$ cat src/rtl/dcf77_encoder_pkg.sv
// Shared types and constants for the DCF77 time-code encoder.
// Bit positions follow the over-the-air frame layout, LSB of each field first.
package dcf77_encoder_pkg;

  typedef logic [3:0] bcd_t;

  localparam int unsigned DCF77_FRAME_BITS = 59;

  localparam int unsigned DCF77_BIT_CALL   = 15;
  localparam int unsigned DCF77_BIT_DST    = 16;
  localparam int unsigned DCF77_BIT_Z1     = 17;
  localparam int unsigned DCF77_BIT_Z2     = 18;
  localparam int unsigned DCF77_BIT_LEAP   = 19;
  localparam int unsigned DCF77_BIT_START  = 20;
  localparam int unsigned DCF77_BIT_MIN    = 21;
  localparam int unsigned DCF77_BIT_P1     = 28;
  localparam int unsigned DCF77_BIT_HOUR   = 29;
  localparam int unsigned DCF77_BIT_P2     = 35;
  localparam int unsigned DCF77_BIT_DAY    = 36;
  localparam int unsigned DCF77_BIT_DOW    = 42;
  localparam int unsigned DCF77_BIT_MONTH  = 45;
  localparam int unsigned DCF77_BIT_YEAR   = 50;
  localparam int unsigned DCF77_BIT_P3     = 58;
  localparam int unsigned DCF77_BIT_MARKER = 59;

  localparam int unsigned DCF77_TICKS_PER_SEC = 100;
  localparam int unsigned DCF77_PULSE0_TICKS  = 10;
  localparam int unsigned DCF77_PULSE1_TICKS  = 20;

endpackage

$ cat src/rtl/dcf77_encoder_if.sv
// Time-field inputs, strobes and transmit outputs of the DCF77 encoder.
// master drives the time fields and strobes; slave is the encoder.
interface dcf77_encoder_if;
  import dcf77_encoder_pkg::*;

  logic            clk_en;
  logic            enable;
  bcd_t [1:0]      year;
  bcd_t [1:0]      month;
  bcd_t [1:0]      day;
  logic [2:0]      day_of_week;
  bcd_t [1:0]      hour;
  bcd_t [1:0]      minute;
  logic            cest;
  logic            announce_dst;
  logic            announce_leap;
  logic            call_bit;
  logic            tx;
  logic [5:0]      second_idx;
  logic            frame_start;
  logic            bit_value;

  modport master (
    output clk_en, enable, year, month, day, day_of_week, hour, minute,
           cest, announce_dst, announce_leap, call_bit,
    input  tx, second_idx, frame_start, bit_value
  );

  modport slave (
    input  clk_en, enable, year, month, day, day_of_week, hour, minute,
           cest, announce_dst, announce_leap, call_bit,
    output tx, second_idx, frame_start, bit_value
  );

endinterface

$ cat src/rtl/dcf77_frame_builder.sv
// Combinational mapping of BCD time fields and flags onto the 59-bit DCF77 frame.
// Out-of-range digits are encoded unchanged; surplus tens bits are dropped.
module dcf77_frame_builder
  import dcf77_encoder_pkg::*;
(
  input  bcd_t [1:0]                  year,
  input  bcd_t [1:0]                  month,
  input  bcd_t [1:0]                  day,
  input  logic [2:0]                  day_of_week,
  input  bcd_t [1:0]                  hour,
  input  bcd_t [1:0]                  minute,
  input  logic                        cest,
  input  logic                        announce_dst,
  input  logic                        announce_leap,
  input  logic                        call_bit,
  output logic [DCF77_FRAME_BITS-1:0] frame
);

  logic unused_tens;
  assign unused_tens = ^{month[1][3:1], day[1][3:2], hour[1][3:2], minute[1][3]};

  always_comb begin
    frame = '0;
    frame[DCF77_BIT_CALL]  = call_bit;
    frame[DCF77_BIT_DST]   = announce_dst;
    frame[DCF77_BIT_Z1]    = cest;
    frame[DCF77_BIT_Z2]    = ~cest;
    frame[DCF77_BIT_LEAP]  = announce_leap;
    frame[DCF77_BIT_START] = 1'b1;

    frame[DCF77_BIT_MIN +: 4]     = minute[0];
    frame[DCF77_BIT_MIN + 4 +: 3] = minute[1][2:0];
    frame[DCF77_BIT_P1]           = ^{minute[1][2:0], minute[0]};

    frame[DCF77_BIT_HOUR +: 4]     = hour[0];
    frame[DCF77_BIT_HOUR + 4 +: 2] = hour[1][1:0];
    frame[DCF77_BIT_P2]            = ^{hour[1][1:0], hour[0]};

    frame[DCF77_BIT_DAY +: 4]      = day[0];
    frame[DCF77_BIT_DAY + 4 +: 2]  = day[1][1:0];
    frame[DCF77_BIT_DOW +: 3]      = day_of_week;
    frame[DCF77_BIT_MONTH +: 4]    = month[0];
    frame[DCF77_BIT_MONTH + 4]     = month[1][0];
    frame[DCF77_BIT_YEAR +: 4]     = year[0];
    frame[DCF77_BIT_YEAR + 4 +: 4] = year[1];
    // Date parity spans day, weekday, month and year together.
    frame[DCF77_BIT_P3] = ^{day[1][1:0], day[0], day_of_week, month[1][0], month[0],
                            year[1], year[0]};
  end

endmodule

$ cat src/rtl/dcf77_encoder.sv
// DCF77 amplitude-modulation time-code generator: one bit per second, 59-bit frame per
// minute with the missing pulse at second 59 as the minute marker.
module dcf77_encoder
  import dcf77_encoder_pkg::*;
#(
  parameter int unsigned TICKS_PER_SEC = DCF77_TICKS_PER_SEC,
  parameter int unsigned PULSE0_TICKS  = DCF77_PULSE0_TICKS,
  parameter int unsigned PULSE1_TICKS  = DCF77_PULSE1_TICKS
) (
  input  logic           clk,
  input  logic           rst,
  dcf77_encoder_if.slave bus
);

  localparam int unsigned TickW = (TICKS_PER_SEC > 1) ? $clog2(TICKS_PER_SEC) : 1;
  localparam logic [TickW-1:0] TickLast  = TickW'(TICKS_PER_SEC - 1);
  localparam logic [TickW-1:0] Len0      = TickW'(PULSE0_TICKS);
  localparam logic [TickW-1:0] Len1      = TickW'(PULSE1_TICKS);
  localparam logic [5:0]       SecMarker = 6'(DCF77_BIT_MARKER);

  logic [TickW-1:0]            tick_q, tick_d;
  logic [5:0]                  sec_q, sec_d;
  logic [DCF77_FRAME_BITS-1:0] frame_q, frame_d, frame_new;
  logic                        tx_q, tx_d;
  logic                        fs_q, fs_d;
  logic                        bv_q, bv_d;
  logic [DCF77_FRAME_BITS:0]   frame_pad;
  logic                        cur_bit;

  dcf77_frame_builder u_frame_builder (
    .year          (bus.year),
    .month         (bus.month),
    .day           (bus.day),
    .day_of_week   (bus.day_of_week),
    .hour          (bus.hour),
    .minute        (bus.minute),
    .cest          (bus.cest),
    .announce_dst  (bus.announce_dst),
    .announce_leap (bus.announce_leap),
    .call_bit      (bus.call_bit),
    .frame         (frame_new)
  );

  always_comb begin
    tick_d    = tick_q;
    sec_d     = sec_q;
    frame_d   = frame_q;
    tx_d      = tx_q;
    fs_d      = 1'b0;
    bv_d      = bv_q;
    frame_pad = '0;
    cur_bit   = 1'b0;

    if (!bus.enable) begin
      tick_d = '0;
      sec_d  = SecMarker;
      tx_d   = 1'b0;
      bv_d   = 1'b0;
    end else if (bus.clk_en) begin
      if (tick_q == TickLast) begin
        tick_d = '0;
        if (sec_q == SecMarker) begin
          sec_d   = '0;
          frame_d = frame_new;
          fs_d    = 1'b1;
        end else begin
          sec_d = sec_q + 6'd1;
        end
      end else begin
        tick_d = tick_q + 1'b1;
      end
      // Padding bit at the marker position reads as 0, so no pulse and bit_value=0 there.
      frame_pad = {1'b0, frame_d};
      cur_bit   = frame_pad[sec_d];
      tx_d      = (sec_d != SecMarker) && (tick_d < (cur_bit ? Len1 : Len0));
      bv_d      = cur_bit;
    end
  end

  always_ff @(posedge clk) begin
    if (rst) begin
      tick_q  <= '0;
      sec_q   <= SecMarker;
      frame_q <= '0;
      tx_q    <= 1'b0;
      fs_q    <= 1'b0;
      bv_q    <= 1'b0;
    end else begin
      tick_q  <= tick_d;
      sec_q   <= sec_d;
      frame_q <= frame_d;
      tx_q    <= tx_d;
      fs_q    <= fs_d;
      bv_q    <= bv_d;
    end
  end

  assign bus.tx          = tx_q;
  assign bus.second_idx  = sec_q;
  assign bus.frame_start = fs_q;
  assign bus.bit_value   = bv_q;

endmodule

$ cat src/flat_wrapper.sv
// flat-port wrapper written by rule: the top's interface ports become plain ports
module dcf77_encoder_flat import dcf77_encoder_pkg::*;
#(
  parameter int unsigned TICKS_PER_SEC = DCF77_TICKS_PER_SEC,
  parameter int unsigned PULSE0_TICKS  = DCF77_PULSE0_TICKS,
  parameter int unsigned PULSE1_TICKS  = DCF77_PULSE1_TICKS
)
  (clk, rst, bus_clk_en, bus_enable, bus_year, bus_month, bus_day, bus_day_of_week, bus_hour, bus_minute, bus_cest, bus_announce_dst, bus_announce_leap, bus_call_bit, bus_tx, bus_second_idx, bus_frame_start, bus_bit_value);
  dcf77_encoder_if bus_i ();
  input  logic clk;
  input  logic rst;
  input wire logic [$bits(bus_i.clk_en)-1:0] bus_clk_en;
  input wire logic [$bits(bus_i.enable)-1:0] bus_enable;
  input wire logic [$bits(bus_i.year)-1:0] bus_year;
  input wire logic [$bits(bus_i.month)-1:0] bus_month;
  input wire logic [$bits(bus_i.day)-1:0] bus_day;
  input wire logic [$bits(bus_i.day_of_week)-1:0] bus_day_of_week;
  input wire logic [$bits(bus_i.hour)-1:0] bus_hour;
  input wire logic [$bits(bus_i.minute)-1:0] bus_minute;
  input wire logic [$bits(bus_i.cest)-1:0] bus_cest;
  input wire logic [$bits(bus_i.announce_dst)-1:0] bus_announce_dst;
  input wire logic [$bits(bus_i.announce_leap)-1:0] bus_announce_leap;
  input wire logic [$bits(bus_i.call_bit)-1:0] bus_call_bit;
  output wire logic [$bits(bus_i.tx)-1:0] bus_tx;
  output wire logic [$bits(bus_i.second_idx)-1:0] bus_second_idx;
  output wire logic [$bits(bus_i.frame_start)-1:0] bus_frame_start;
  output wire logic [$bits(bus_i.bit_value)-1:0] bus_bit_value;
  assign bus_i.clk_en = bus_clk_en;
  assign bus_i.enable = bus_enable;
  assign bus_i.year = bus_year;
  assign bus_i.month = bus_month;
  assign bus_i.day = bus_day;
  assign bus_i.day_of_week = bus_day_of_week;
  assign bus_i.hour = bus_hour;
  assign bus_i.minute = bus_minute;
  assign bus_i.cest = bus_cest;
  assign bus_i.announce_dst = bus_announce_dst;
  assign bus_i.announce_leap = bus_announce_leap;
  assign bus_i.call_bit = bus_call_bit;
  assign bus_tx = bus_i.tx;
  assign bus_second_idx = bus_i.second_idx;
  assign bus_frame_start = bus_i.frame_start;
  assign bus_bit_value = bus_i.bit_value;
  dcf77_encoder #(.TICKS_PER_SEC(TICKS_PER_SEC), .PULSE0_TICKS(PULSE0_TICKS), .PULSE1_TICKS(PULSE1_TICKS)) u_core (.clk(clk), .rst(rst), .bus(bus_i));
endmodule
$ cat config.mk
export PLATFORM = sky130hd
export DESIGN_NAME = dcf77_encoder_flat
export DESIGN_NICKNAME = d
export VERILOG_FILES = /design/src/rtl/dcf77_encoder_pkg.sv /design/src/rtl/dcf77_encoder_if.sv /design/src/rtl/dcf77_frame_builder.sv /design/src/rtl/dcf77_encoder.sv /design/src/flat_wrapper.sv
export SDC_FILE = /design/constraint.sdc
export NUM_CORES = 1
export LEC_CHECK = 0
export ABC_AREA = 1
export BUFFER_PORTS_ARGS = -buffer_cell sky130_fd_sc_hd__buf_4
export CORE_AREA = 2 2 112 114
export DETAILED_ROUTE_END_ITERATION = 12
export DIE_AREA = 0 0 114 116
export PLACE_DENSITY_LB_ADDON = 0.12
export SETUP_SLACK_MARGIN = 0.2
export SLEW_MARGIN = 20
export SYNTH_ARGS = -nofsm -noshare
export SYNTH_HDL_FRONTEND = slang
export SYNTH_SLANG_ARGS = --single-unit
$ cat constraint.sdc
create_clock -name clk -period 3 [get_ports clk]
set_clock_uncertainty 0.05 [all_clocks]
set_input_delay 0.15 -clock clk [delete_from_list [all_inputs] [get_ports clk]]
set_output_delay 0.15 -clock clk [all_outputs]
set_load 0.01 [all_outputs]
==> results of run 1 <==
-- registers in the layout (all words and copies together) (netlist names) --
signal	flops
u_core.bus.frame_start	1
u_core.tick_q	7
u_core.bus.bit_value	1
u_core.frame_q	59
u_core.bus.tx	1
u_core.bus.second_idx	6
-- final timing paths --
check	to	startpoint	cells after the start
max	u_core.bus.tx	u_core.tick_q[1]	22
min	u_core.frame_q[34]	bus_hour[5]	3
max reg2reg	u_core.bus.tx	u_core.tick_q[1]	22
min reg2reg	u_core.frame_q[18]	u_core.frame_q[18]	2
-- final cells by class --
| cell class | instances | area, um^2 | area share |
|---|---|---|---|
| well taps | 147 | 184 | 0.0308 |
| clock buffers | 10 | 239 | 0.0400 |
| clock inverters | 6 | 55.1 | 0.00921 |
| multi-input cells | 484 | 2650 | 0.444 |
| inverters | 84 | 315 | 0.0527 |
| repair buffers | 120 | 1030 | 0.172 |
| flip-flops and latches | 75 | 1510 | 0.252 |
-- layer usage --
layer | share of wire | GRT usage | vias to the layer above | routed length (um)
li1 | - | - | 2405 | -
met1 | 0.49 | 0.284 | 2107 | 6320
met5 | 0 | 0 | - | 0
met2 | 0.46 | 0.339 | 105 | 5930
met4 | 0.015 | 0.0740 | 0 | 197
met3 | 0.038 | 0.0303 | 12 | 495
-- worst max-delay path: stages, from the launching register on --
cell and delay [ns]:
dfxtp_2 0.35, ha_4 0.16, nand2_4 0.05, nor2_4 0.23, nand2_4 0.13, bufbuf_16 0.29, o21ai_1 0.13, nor3_2 0.07
nor2_2 0.15, nor2_2 0.05, nor2_1 0.08, nor2_1 0.05, nand2_1 0.06, nand2_2 0.08, buf_6 0.13, ha_4 0.25
o21ai_2 0.05, o21ai_1 0.12, nand2_1 0.07, nand2_1 0.05, nand2_1 0.04, nand2_1 0.07, a21oi_2 0.05
-- Yosys cell counts, drive strengths merged (2+ instances only) --
library cell	count	area, um^2
a211oi	28	210
a21oi	22	114
a31oi	2	12.5
buf	14	103
clkbuf	17	63.8
dfxtp	75	1500
ha	4	50.1
inv	84	315
nand2	142	553
nand3	109	581
nand3b	8	60.1
nand4	5	31.3
nor2	89	367
nor3	4	25.0
o211ai	2	15.0
o21ai	35	175
xnor2	16	140
xor2	14	123
-- logic make-up after synthesis --
| logic type | Yosys count |
|---|---|
| AO/OA/AOI/OAI | 92 |
| multiplexers | 1 |
| adder cells (fa/ha/maj) | 4 |
| AND/OR/NAND/NOR | 357 |
| XOR/XNOR | 30 |
| buffers and inverters | 115 |
| flip-flops | 75 |
-- what timing repair did --
| item | CTS | global route |
|---|---|---|
| hold endpoints to repair | 4 | 0 |
| hold buffers | 4 | 0 |
| pin swaps | 18 | 5 |
| buffers inserted | 6 | 0 |
| setup endpoints to repair | 1 | 1 |
| gates cloned | 1 | 0 |
| gates resized for setup | 50 | 6 |
-- where the power goes --
group          total (mW)  switching, mW  internal [mW]
Combinational       0.375          0.210          0.165
Clock                1.09          0.431          0.659
Sequential           1.01        0.00625           1.00
-- through the flow --
step	TNS (ns)	util	area, um^2	hold WS (ns)
2_1_floorplan	0	-	4480	0.203
3_3_place_gp	-0.113	0.451	5380	0.325
3_5_place_dp	-0.191	0.451	5380	0.335
4_1_cts	0	0.501	5960	0.00327
5_1_grt	-0.101	0.502	5980	0.0252
6_report	0	0.502	5980	0.00881
==> impl_metrics.env, run 1 <==
export IMPL_setup_ws_ns=0.118
export IMPL_clkTransAtPathRegs_ns=0.06
export IMPL_cts_root_buffer="clkbuf_16"
export IMPL_reg2reg_slack_ns=0.12
export IMPL_fin_crit_ns=2.88
export IMPL_first_global_vias=4457
export IMPL_start_util=0.376
export IMPL_syn_nets=729
export IMPL_crit_type="reg2reg"
export IMPL_synthArstFlopShare=0
export IMPL_ant_nets=0
export IMPL_outcome="finished clean"
export IMPL_area_growth_pct=33.6
export IMPL_synth_cell_types=33
export IMPL_synthesis_area_mm2=0.00448
export IMPL_post_drt_wl_per_cell_um=14.0
export IMPL_synth_fa_ha_area_frac=0.0112
export IMPL_cap_violations=0
export IMPL_relSlewSlack=0.371
export IMPL_dp_cells=899
export IMPL_io_buffers=51
export IMPL_ys_ff_latch=75
export IMPL_synth_cells=674
export IMPL_rsz0062_at_grt="true"
export IMPL_grt_usage=0.209
export IMPL_max_clock_freq_mhz=347
export IMPL_route_vias_total=4629
export IMPL_coreArea_mm2=0.0119
export IMPL_synth_ff_type="dfxtp_1"
export IMPL_cts_max_level=3
export IMPL_yosysWarnings=0
export IMPL_ys_seq_area_frac=0.335
export IMPL_viasPerCell=5.00
export IMPL_die_h_um=116
export IMPL_drive_gt1_frac=0.241
export IMPL_die_area_mm2=0.0132
export IMPL_clock_path_buffers=2
export IMPL_numCtsBuffers=9
export IMPL_synth_top_family_by_area="simple AND/OR/NAND/NOR gates"
export IMPL_fp_row_count=40
export IMPL_p_per_area_mw_per_mm2=414
export IMPL_p_leak_nw=2.85
export IMPL_final_common_cell="nand2_1"
export IMPL_avgSynthCellArea_um2=6.64
export IMPL_dp_hpwl_um=9290
export IMPL_boundaryPins=60
export IMPL_required_ns=3.17
export IMPL_synth_compound_area_frac=0.124
export IMPL_final_cell_mix="nand2_1 (129), buf_4 (106), nand3_1 (101), nor2_1 (79), inv_1 (77)"
export IMPL_grt_max_degree=34
export IMPL_synth_mux_area_frac=0.00224
export IMPL_worstMarginPinSlew_ns=0.942
export IMPL_cp_start_kind="flip-flop"
export IMPL_post_place_ws_ns=-0.191
export IMPL_nFillCells=1261
export IMPL_routed_wirelength_um=12900
export IMPL_cts_tree="done"
export IMPL_end_kind="flip-flop"
export IMPL_drc=0
export IMPL_layout_cells_non_filler=926
export IMPL_drv_slew=0
export IMPL_clkLatencyLatePin_ns=0.34
export IMPL_cts_sinks=75
export IMPL_ir_worst_vdd_uv=274
export IMPL_antenna_found_initial=0
export IMPL_fin_crit_sh=0.961
export IMPL_fp_dieW_um=114
export IMPL_post_synth_and_or_nand_nor_area_fraction=0.361
export IMPL_grt_pass1_wl_um=21700
export IMPL_hold_viol=0
export IMPL_worstPathArrival_ns=3.06
export IMPL_synthXorXnorAreaFrac=0.0587
export IMPL_fin_nets=829
export IMPL_p_total_mw=2.47
export IMPL_gp_congestion=0.878
export IMPL_diodes=0
export IMPL_drt_iter0_drc=242
export IMPL_min_path_type="in2reg"
export IMPL_drt_pass1_iterations=5
export IMPL_setup_viol=0
export IMPL_synth_edf_count=0
export IMPL_gr_total_overflow=0
export IMPL_worst_path_max_fanout=7
Note: power is estimated with default switching activity, not from simulation.
==> run 2, diff against run 1 <==
--- a/config.mk
+++ b/config.mk
@@ -7,9 +7,9 @@
 export LEC_CHECK = 0
 export ABC_AREA = 1
 export BUFFER_PORTS_ARGS = -buffer_cell sky130_fd_sc_hd__buf_4
-export CORE_AREA = 2 2 112 114
+export CORE_AREA = 8 8 118 120
 export DETAILED_ROUTE_END_ITERATION = 12
-export DIE_AREA = 0 0 114 116
+export DIE_AREA = 0 0 126 128
 export PLACE_DENSITY_LB_ADDON = 0.12
 export SETUP_SLACK_MARGIN = 0.2
 export SLEW_MARGIN = 20
==> run 2 against run 1 <==
Effect of this change: worst setup slack got worse by 0.017 ns; sequential cell count stayed put; clock power about the same; die area up 22%; design area increased by 3.1%; combinational power increased by 3%; wire length rose by 4.8%; global-route usage shrank 4.2 points; sequential share of layout area down 0.73 points; worst hold slack worse by 0.0022 ns; register-to-register slack worse by 0.02 ns; via count grew 1.6%; critical path type unchanged; largest power group unchanged.
==> impl_metrics.env, run 2 (synthesis gave the netlist of run 1 again) <==
export IMPL_cts_max_level=3
export IMPL_fp_dieW_um=126
export IMPL_ir_worst_vdd_uv=228
export IMPL_cts_root_buffer="clkbuf_16"
export IMPL_cts_tree="done"
export IMPL_first_global_vias=4598
export IMPL_rsz0062_at_grt="true"
export IMPL_relSlewSlack=0.404
export IMPL_clock_path_buffers=2
export IMPL_cp_common_cell="nand2_1"
export IMPL_dp_cells=899
export IMPL_utilization=0.505
export IMPL_drc=0
export IMPL_largest_reg_flops=59
export IMPL_final_cell_mix="nand2_1 (119), buf_4 (105), nand3_1 (99), inv_1 (79), nor2_1 (74)"
export IMPL_worst_path_max_fanout=6
export IMPL_viasPerCell=5.03
export IMPL_cts_sinks=75
export IMPL_crit_type="reg2reg"
export IMPL_ant_nets=0
export IMPL_drv_slew=0
export IMPL_drt_pass1_iterations=5
export IMPL_numCtsBuffers=9
export IMPL_top_register="u_core.frame_q"
export IMPL_coreArea_mm2=0.0122
export IMPL_multiInputGateArea_mm2=0.00276
export IMPL_grt_pass1_wl_um=22100
export IMPL_gr_total_overflow=0
export IMPL_path_delay_family="simple AND/OR/NAND/NOR gates"
export IMPL_critical_path_buf_inv_count=3
export IMPL_post_place_ws_ns=-0.124
export IMPL_gp_congestion=0.869
export IMPL_clkLatencyLatePin_ns=0.34
export IMPL_slowest_delay_ns=0.35
export IMPL_register_area_mm2=0.00151
export IMPL_cap_violations=0
export IMPL_crit_chain="ha_4 > nand2_2 > inv_2 > nand3_4 > nor2_4 > nand2_2 > nand2_4 > inv_2 > nor2_4 > o21ai_2 > a31oi_1 > nand2_1 > nand2_1 > nand2_2 > nand2_4 > inv_4 > ha_4 > o21ai_2 > o21ai_1 > nand2_1 > nand2_1 > nand2_1 > nand2_2 > a21oi_2"
export IMPL_routed_wirelength_um=13600
export IMPL_setup_viol=0
export IMPL_final_area_mm2=0.00616
export IMPL_grt_max_degree=49
export IMPL_p_leak_nw=2.89
export IMPL_area_growth_pct=37.6
export IMPL_clkTransAtPathRegs_ns=0.06
export IMPL_min_path_type="in2reg"
export IMPL_hold_slack_ns=0.00657
export IMPL_max_clock_freq_mhz=345
export IMPL_fp_row_count=41
export IMPL_place_area_mm2=0.00532
export IMPL_io_buffers=51
export IMPL_setup_ws_ns=0.101
export IMPL_worstMarginPinSlew_ns=0.893
export IMPL_die_area_mm2=0.0161
export IMPL_boundaryPins=60
export IMPL_final_common_cell="nand2_1"
export IMPL_fin_crit_sh=0.966
export IMPL_post_drt_wl_per_cell_um=14.5
export IMPL_antenna_found_initial=0
export IMPL_die_h_um=128
export IMPL_drt_iter0_drc=324
export IMPL_fin_nets=835
export IMPL_grt_usage=0.167
export IMPL_hold_viol=0
export IMPL_layout_cells_non_filler=935
export IMPL_nFillCells=1196
export IMPL_fin_crit_ns=2.90
export IMPL_p_total_mw=2.47
export IMPL_worstPathArrival_ns=3.07
export IMPL_outcome="finished clean"
export IMPL_setup_tns_ns=0
export IMPL_crit_slowest_cell="dfxtp_2"
export IMPL_start_util=0.367
export IMPL_end_kind="flip-flop"
export IMPL_required_ns=3.17
export IMPL_cp_start_kind="flip-flop"
export IMPL_dp_hpwl_um=9600
export IMPL_drive_gt1_frac=0.261
export IMPL_reg2reg_slack_ns=0.10
export IMPL_p_per_area_mw_per_mm2=402
export IMPL_diodes=0
export IMPL_route_vias_total=4704
run 2: area by class of cell:
cell class,count,share of cell area
multi-input cells,484,0.448
flip-flops and latches,75,0.245
repair buffers,126,0.178
inverters,84,0.0516
clock buffers,14,0.0412
well taps,150,0.0305
clock inverters,2,0.00569
run 2: tightest hold or removal path: stages:
cell and delay [ns]:
buf_4 0.09, nor2_1 0.04, nor2_1 0.08
run 2: metal layers:
metal / part of all wire / track usage
met5: 0 / 0
met4: 0.017 / 0.0637
met3: 0.041 / 0.0295
met2: 0.47 / 0.277
met1: 0.47 / 0.212
run 2: report_power, final:
part	internal [mW]	switching [mW]	total (mW)	leakage [nW]
registers	1.00	0.00681	1.01	0.606
logic	0.171	0.213	0.385	2.14
clock network	0.667	0.413	1.08	0.141
total	1.84	0.633	2.47	2.89
run 2: timing repair:
item | in CTS | in global routing
hold buffers | 2 | 0
setup endpoints to repair | 1 | 1
gates cloned | 2 | 0
endpoints found under the hold margin | 2 | 0
gates resized for setup | 53 | 34
setup buffers | 15 | 1
pin swaps | 31 | 25
run 2: path summary, 6_finish.rpt:
kind	startpoint	endpoint	cells past startpoint
min	bus_hour[2]	u_core.frame_q[31]	3
min reg2reg	u_core.frame_q[18]	u_core.frame_q[18]	2
max reg2reg	u_core.tick_q[0]	u_core.bus.tx	24
max	u_core.tick_q[0]	u_core.bus.tx	24
